--- src/rtl/apb_master_bridge.sv ---
// apb_master_bridge: turns single-beat CPU load/store requests into APB4
// SETUP/ACCESS sequences, rejecting misaligned addresses and aborting hung slaves.
module apb_master_bridge #(
    parameter int unsigned TIMEOUT_CYCLES = 255
) (
    input  logic        pclk,
    input  logic        preset_n,
    input  logic        req_valid,
    output logic        req_ready,
    input  logic [31:0] req_addr,
    input  logic        req_write,
    input  logic [31:0] req_wdata,
    input  logic [3:0]  req_wstrb,
    output logic        rsp_valid,
    output logic [31:0] rsp_rdata,
    output logic        rsp_err,
    output logic        timeout_flag,
    input  logic        timeout_clr,
    output logic [31:0] m_paddr,
    output logic        m_psel,
    output logic        m_penable,
    output logic        m_pwrite,
    output logic [31:0] m_pwdata,
    output logic [3:0]  m_pstrb,
    input  logic        m_pready,
    input  logic [31:0] m_prdata,
    input  logic        m_pslverr
);

    localparam int unsigned ADDR_W = 32;
    localparam int unsigned DATA_W = 32;
    localparam int unsigned STRB_W = 4;
    localparam int unsigned CNT_W  = (TIMEOUT_CYCLES == 0) ? 1 : $clog2(TIMEOUT_CYCLES + 1);

    localparam logic [CNT_W-1:0] CNT_LIMIT = CNT_W'(TIMEOUT_CYCLES);
    localparam bit               WDOG_EN   = (TIMEOUT_CYCLES != 0);

    localparam logic [1:0] S_IDLE   = 2'd0;
    localparam logic [1:0] S_SETUP  = 2'd1;
    localparam logic [1:0] S_ACCESS = 2'd2;
    localparam logic [1:0] S_RESP   = 2'd3;

    logic [1:0]        state_q, state_d;
    logic [ADDR_W-1:0] paddr_q, paddr_d;
    logic              psel_q, psel_d;
    logic              penable_q, penable_d;
    logic              pwrite_q, pwrite_d;
    logic [DATA_W-1:0] pwdata_q, pwdata_d;
    logic [STRB_W-1:0] pstrb_q, pstrb_d;
    logic              rsp_valid_q, rsp_valid_d;
    logic [DATA_W-1:0] rsp_rdata_q, rsp_rdata_d;
    logic              rsp_err_q, rsp_err_d;
    logic              timeout_flag_q, timeout_flag_d;
    logic [CNT_W-1:0]  wait_cnt_q, wait_cnt_d;
    logic [CNT_W-1:0]  wait_cnt_inc;

    assign wait_cnt_inc = wait_cnt_q + CNT_W'(1);

    // Next-state and registered-output logic; response regs only hold data in RESP.
    always_comb begin
        state_d        = state_q;
        paddr_d        = paddr_q;
        psel_d         = psel_q;
        penable_d      = penable_q;
        pwrite_d       = pwrite_q;
        pwdata_d       = pwdata_q;
        pstrb_d        = pstrb_q;
        rsp_valid_d    = 1'b0;
        rsp_rdata_d    = '0;
        rsp_err_d      = 1'b0;
        wait_cnt_d     = wait_cnt_q;
        timeout_flag_d = timeout_clr ? 1'b0 : timeout_flag_q;

        case (state_q)
            S_IDLE: begin
                if (req_valid) begin
                    if (req_addr[1:0] == 2'b00) begin
                        paddr_d    = req_addr;
                        pwrite_d   = req_write;
                        pwdata_d   = req_wdata;
                        pstrb_d    = req_write ? req_wstrb : STRB_W'(0);
                        psel_d     = 1'b1;
                        penable_d  = 1'b0;
                        wait_cnt_d = '0;
                        state_d    = S_SETUP;
                    end else begin
                        rsp_valid_d = 1'b1;
                        rsp_err_d   = 1'b1;
                        state_d     = S_RESP;
                    end
                end
            end
            S_SETUP: begin
                penable_d = 1'b1;
                state_d   = S_ACCESS;
            end
            S_ACCESS: begin
                if (m_pready) begin
                    psel_d      = 1'b0;
                    penable_d   = 1'b0;
                    rsp_valid_d = 1'b1;
                    rsp_rdata_d = pwrite_q ? DATA_W'(0) : m_prdata;
                    rsp_err_d   = m_pslverr;
                    state_d     = S_RESP;
                end else begin
                    wait_cnt_d = wait_cnt_inc;
                    if (WDOG_EN && (wait_cnt_inc == CNT_LIMIT)) begin
                        psel_d         = 1'b0;
                        penable_d      = 1'b0;
                        timeout_flag_d = 1'b1;
                        rsp_valid_d    = 1'b1;
                        rsp_err_d      = 1'b1;
                        state_d        = S_RESP;
                    end
                end
            end
            S_RESP: begin
                state_d = S_IDLE;
            end
            default: begin
                state_d = S_IDLE;
            end
        endcase
    end

    always_ff @(posedge pclk or negedge preset_n) begin
        if (!preset_n) begin
            state_q        <= S_IDLE;
            paddr_q        <= '0;
            psel_q         <= 1'b0;
            penable_q      <= 1'b0;
            pwrite_q       <= 1'b0;
            pwdata_q       <= '0;
            pstrb_q        <= '0;
            rsp_valid_q    <= 1'b0;
            rsp_rdata_q    <= '0;
            rsp_err_q      <= 1'b0;
            timeout_flag_q <= 1'b0;
            wait_cnt_q     <= '0;
        end else begin
            state_q        <= state_d;
            paddr_q        <= paddr_d;
            psel_q         <= psel_d;
            penable_q      <= penable_d;
            pwrite_q       <= pwrite_d;
            pwdata_q       <= pwdata_d;
            pstrb_q        <= pstrb_d;
            rsp_valid_q    <= rsp_valid_d;
            rsp_rdata_q    <= rsp_rdata_d;
            rsp_err_q      <= rsp_err_d;
            timeout_flag_q <= timeout_flag_d;
            wait_cnt_q     <= wait_cnt_d;
        end
    end

    assign req_ready    = (state_q == S_IDLE);
    assign rsp_valid    = rsp_valid_q;
    assign rsp_rdata    = rsp_rdata_q;
    assign rsp_err      = rsp_err_q;
    assign timeout_flag = timeout_flag_q;
    assign m_paddr      = paddr_q;
    assign m_psel       = psel_q;
    assign m_penable    = penable_q;
    assign m_pwrite     = pwrite_q;
    assign m_pwdata     = pwdata_q;
    assign m_pstrb      = pstrb_q;

endmodule
--- config.mk ---
export PLATFORM = sky130hd
export DESIGN_NAME = apb_master_bridge
export DESIGN_NICKNAME = d
export VERILOG_FILES = /design/src/rtl/apb_master_bridge.sv
export SDC_FILE = /design/constraint.sdc
export NUM_CORES = 1
export LEC_CHECK = 0
export BUFFER_PORTS_ARGS = -buffer_cell sky130_fd_sc_hd__buf_2
export CORE_MARGIN = 1.5
export CORE_UTILIZATION = 40
export DETAILED_ROUTE_END_ITERATION = 10
export GPL_TIMING_DRIVEN = 0
export PLACE_DENSITY_LB_ADDON = 0.25
export SKIP_CTS_REPAIR_TIMING = 1
export SLEW_MARGIN = 30
export SYNTH_ARGS = -nofsm -noshare
export SYNTH_HDL_FRONTEND = slang
export SYNTH_SLANG_ARGS = --single-unit
--- constraint.sdc ---
create_clock -name pclk -period 2.55 [get_ports pclk]
set_clock_uncertainty 0.15 [all_clocks]
set_input_delay 0.1275 -clock pclk [delete_from_list [all_inputs] [get_ports pclk]]
set_output_delay 0.1275 -clock pclk [all_outputs]
set_load 0.01 [all_outputs]
==> out/metrics.cfg, run 1 <==
[cts]
cts_buffers=17
clk_path_buf_depth=2
htreeDepth=4
clock_latency_ps=400
cts_tree=built
cts.sinks=116
cts.root.buffer_cell=clkbuf_16
path_clk_slew_ps=60

[critical_path]
r2r_end=wait_cnt_q[7]
critPathMaxFanout=10
critPathSlowestCell=dfrtp_1
path_class=flip-flop to flip-flop
start_kind=flip-flop
r2r-start=state_q[0]
max_stage_delay_ps=420
reg2reg_slack_ps=210
path_cells=inv_1 -> ha_1 -> a21boi_1 -> a211o_1 -> buf_2 -> nor4_1 -> o21ai_0 -> nand2_1
cp-end-kind=flip-flop
reg2reg_depth=8
cp.arrival_ps=2480
crit_required_ps=2690

[final_layout]
final_common_cell=buf_2
nFillCells=791
mostFrequentLayoutCells=buf_2, nand2_1, dfrtp_1
multi_input_area_sq_um=1520
syn2layout_area_growth_pct=64.2
fin_nets=916
ff_latch_area_sq_um=2900
final_cells=957
drive_gt1_share_pct=32.2

[outcome]
outcome=finished clean

[yosys]
synthesis.nets=576
synth_area_sq_um=4540
synthFlopType=dfrtp_1
yosys_warnings=0
ys_ff_latch=116
avgSynthCellArea_sq_um=9.80
synth_enable_flop_cells=0
ys_seq_area_share_pct=64.0
synthArstFlopShare_pct=100
synth_cell_types=42
syn_inst=463

[flow_run]
maxCapViolations=0

[route]
wl_per_cell_um=14.5
dr.first_iter.drc_count=245
drt-pass1-iter-count=4
via_per_inst=4.63
final_antenna_net_count=0
route.detailed.drc=0
totalWireLength_um=13900
via_count=4433

[grt]
grt_pass1_vias=3844
grt_use_total_pct=20.1
grt_first_pass_wirelength_um=18100
grt_max_degree=65
antenna_found_initial=0
grt_overflow=0

[timing]
period_minus_slack_ps=2340
tightest_slew_ps=538
clock.fmax_mhz=428
rsz0062_at_grt=false
setup_tns_ps=0
slew_violations=0
timing.final.crit_share_pct=91.7
holdWs_ps=66.1
setup_violations=0
hold_viol_final=0
slew-limit-headroom_pct=64.2

[pwr]
leakagePower_nw=4.10
power.share.combinational_pct=31.2
p_sw_share_pct=34.2
internal_power_w=0.00478
switching_power_w=0.00249
p_clk_share_pct=30.4
vdd_drop_max_mv=0.582
seqPwrFrac_pct=38.4
power.density_nw_per_um2=975

[floorplan]
core_area_sq_um=10900
design.die.area_sq_um=12000
ios=214
rows=38
die_x_um=110
die_h_um=110
start_util_pct=41.5

[worst_hold_path]
hold_class=primary input to async pin

[placed_design]
dp_cells=817
hpwl_um=8610
place_congestion=0.813
io_buffers=213

-- worst max-delay path, delay by kind of cell (launching register included) --
kind | cells | cell delay (ps)
compound gates | 3 | 820
fa+ha+maj | 1 | 320
buf+inv | 2 | 390
flops | 1 | 420
simple gates | 2 | 130
-- Yosys cell counts, drive strengths merged (2+ instances only) --
library cell / number / area, sq um
a21o: 2 / 15.0
clkbuf: 13 / 48.8
nand3: 7 / 40.0
ha: 6 / 75.1
nor3: 6 / 35.0
buf: 8 / 45.0
a21oi: 3 / 15.0
dfrtp: 116 / 2900
nor2: 9 / 33.8
a22o: 4 / 36.3
inv: 7 / 26.3
nand2b: 3 / 18.8
nor4: 2 / 18.8
and2: 34 / 213
nand2: 214 / 806
o21ai: 11 / 58.8
-- stage by stage --
stage	setup slack [ps]	util (%)	power (W)	instance area [sq um]
finish	211	68.1	0.00726	7450
global route	45.4	68.1	0.00772	7450
CTS	34.3	58.3	0.00713	6370
detailed placement	43.9	53.2	0.00490	5820
global placement	-166	52.8	0.00482	5780
floorplan	490	-	0.00391	4540
-- power by group through the flow --
stage	Combinational (W)	Sequential, W	Clock, W
floorplan	0.000843	0.00307	0
global placement	0.00205	0.00277	0
detailed placement	0.00210	0.00280	0
CTS	0.00211	0.00278	0.00224
global route	0.00253	0.00286	0.00233
finish	0.00226	0.00279	0.00221
-- area by class of cell --
type                    count  area share [%]
flip-flops and latches    116            39.0
repair buffers            321            29.2
diodes                      1          0.0336
multi-input cells         319            20.4
plain buffers              21            1.28
well taps                 140            2.35
inverters                   7           0.353
clock inverters            13            1.49
clock buffers              19            5.94
-- worst max path at each step --
stage	slack, ps	to	depth (start not counted)	from
after global routing	50	wait_cnt_q[7]	8	state_q[0]
after global placement	-170	m_pwdata[24]	1	preset_n
after floorplan	490	wait_cnt_q[7]	8	state_q[0]
after detailed placement	40	m_pwdata[29]	8	state_q[0]
final	210	wait_cnt_q[7]	8	state_q[0]
after CTS	30	m_paddr[2]	8	state_q[0]
-- layer usage --
layer / vias up / GRT usage (%) / part of all wire [%]
met2: 165 / 33.2 / 52
met3: 18 / 8.18 / 7.6
met1: 2112 / 22.9 / 39
met5: - / 0 / 0
li1: 2138 / - / -
met4: 0 / 8.35 / 1.5
-- kinds of logic (layout without fill, tap and decap cells) --
family / after synthesis / in the layout / synth area share (%)
AO/OA/AOI/OAI: 31 / 31 / 4.74
other: 0 / 1 / 0
AND/OR/NAND/NOR: 279 / 279 / 26.2
adder cells (fa/ha/maj): 6 / 6 / 1.65
buffers and inverters: 28 / 381 / 2.65
multiplexers: 2 / 2 / 0.551
XOR/XNOR: 1 / 1 / 0.193
flip-flops: 116 / 116 / 64.0
-- registers in the layout, summed over array words and instances, names as in the netlist --
signal / flops
m_paddr: 32
m_penable: 1
m_psel: 1
m_pstrb: 4
m_pwdata: 32
m_pwrite: 1
rsp_err: 1
rsp_rdata: 32
rsp_valid: 1
state_q: 2
timeout_flag: 1
wait_cnt_q: 8
Note: power is estimated with default switching activity, not from simulation.
==> inputs of run 2 (changes only) <==
CELL_PAD_IN_SITES_DETAIL_PLACEMENT = 0   (was unset)
CELL_PAD_IN_SITES_GLOBAL_PLACEMENT = 1   (was unset)
CORE_UTILIZATION = 34   (was 40)
CTS_CLUSTER_DIAMETER = 50   (was unset)
==> run 2 against run 1 <==
Wire length is 3.7% lower. Global-route usage down 2.1 points. Clock-buffer cell count unchanged. Fmax increased by 2.1%. Register-to-register slack improved by 50 ps. Via count is 3.9% lower. Design area grew 1.5%. Die area is 17% higher. Utilization fell by 11 points. Clock power rose by 19%. Cell count increased by 3.1%. Sequential cell count did not move. Critical path type unchanged. Critical endpoint is now m_paddr[14].
==> out/metrics.cfg, run 2 (synthesized netlist as in run 1, its figures left out) <==
[grt]
grt_overflow=0
grt_first_pass_wirelength_um=19400
grt_pass1_vias=3891
grt_use_total_pct=18.0
grt_max_degree=87
antenna_found_initial=0

[route]
drt-pass1-iter-count=4
via_per_inst=4.32
route.detailed.drc=0
dr.first_iter.drc_count=146
final_antenna_net_count=0
via_count=4261
totalWireLength_um=13400
wl_per_cell_um=13.5

[timing]
slew_violations=0
setup_violations=0
slew-limit-headroom_pct=54.8
clock.fmax_mhz=437
holdWs_ps=23.9
tightest_slew_ps=677
hold_viol_final=0
rsz0062_at_grt=false
timing.final.crit_share_pct=89.8
period_minus_slack_ps=2290

[placed_design]
io_buffers=213
dp_cells=853
place_congestion=0.796
hpwl_um=8870

[final_layout]
multi_input_area_sq_um=1520
syn2layout_area_growth_pct=66.7
final_common_cell=buf_2
antenna_cells=0
fin_nets=913
mostFrequentLayoutCells=buf_2, nand2_1, dfrtp_1
final_cells=987
nFillCells=1142
ff_latch_area_sq_um=2900
drive_gt1_share_pct=32.3

[pwr]
leakagePower_nw=4.16
switching_power_w=0.00239
p_sw_share_pct=31.3
internal_power_w=0.00525
seqPwrFrac_pct=36.4
p_clk_share_pct=34.5
report.power.total_w=0.00764
power.share.combinational_pct=29.1
power.density_nw_per_um2=1010
vdd_drop_max_mv=0.514

[floorplan]
start_util_pct=34.5
core_area_sq_um=13100
rows=42
die_x_um=119
ios=214
design.die.area_sq_um=14000
die_h_um=119

[cts]
cts_tree=built
clock_latency_ps=410
path_clk_slew_ps=50
clk_path_buf_depth=2
cts.root.buffer_cell=clkbuf_16
cts.sinks=116
htreeDepth=4
cts_buffers=17

[critical_path]
path_class=flip-flop to flip-flop
path_cells=inv_1 -> ha_1 -> nand2_1 -> nor3_2 -> clkbuf_1 -> nand2_1 -> nand2_1
crit_required_ps=2740
crit_path_frequent_cell=nand2_1
start_kind=flip-flop
max_stage_delay_ps=570
critPathMaxFanout=10
cp-end-kind=flip-flop
crit_buf_inv=2
critPathSlowestCell=clkbuf_1
cp.arrival_ps=2480
crit_family=buffers and inverters

[worst_hold_path]
hold_class=primary input to flip-flop

[outcome]
outcome=finished clean

[flow_run]
maxCapViolations=0

## run 2: layer usage
metal	global-route usage (%)	share of wire (%)
met3	8.06	7.8
met4	7.00	1.5
met2	29.2	48
met5	0	0
met1	20.9	42
## run 2: worst register-to-register path: stages, from the launching register on
cell and delay, ps:
dfrtp_1 410, inv_1 120, ha_1 320, nand2_1 150
nor3_2 300, clkbuf_1 570, nand2_1 130, nand2_1 80
## run 2: cell type report
class / count / share of cell area, %
clock buffer: 19 / 5.86
sequential: 116 / 38.4
tap: 176 / 2.91
inverter: 7 / 0.347
multi-input combinational: 319 / 20.1
timing repair buffer: 318 / 28.4
clock inverter: 11 / 2.75
buffer: 21 / 1.26
## run 2: through the flow
stage	setup WS, ps	cell area (sq um)	setup TNS, ps	util [%]
after CTS	-14.5	6510	-14.5	49.6
final	259	7560	0	57.6
after global routing	6.30	7560	0	57.6
after floorplan	490	4540	0	-
after global placement	-244	5820	-27230	44.3
after detailed placement	-27.2	5860	-173	44.6
## run 2: power by group through the flow
stage	combinational, W	sequential (W)	clock (W)
detailed placement	0.00212	0.00280	0
floorplan	0.000843	0.00307	0
CTS	0.00212	0.00278	0.00269
global route	0.00248	0.00286	0.00277
global placement	0.00208	0.00277	0
finish	0.00222	0.00278	0.00264
## run 2: final timing paths
check | startpoint | to | slack (ps) | cells past startpoint
worst max-delay path | state_q[0] | m_paddr[14] | 260 | 7
worst min-delay path | req_addr[0] | rsp_valid | 20 | 3
worst max register to register | state_q[0] | m_paddr[14] | 260 | 7
worst min register to register | m_pstrb[1] | m_pstrb[1] | 310 | 2
max in group asynchronous | preset_n | m_pwdata[18] | 1510 | 3
min in group asynchronous | preset_n | rsp_rdata[12] | 30 | 2
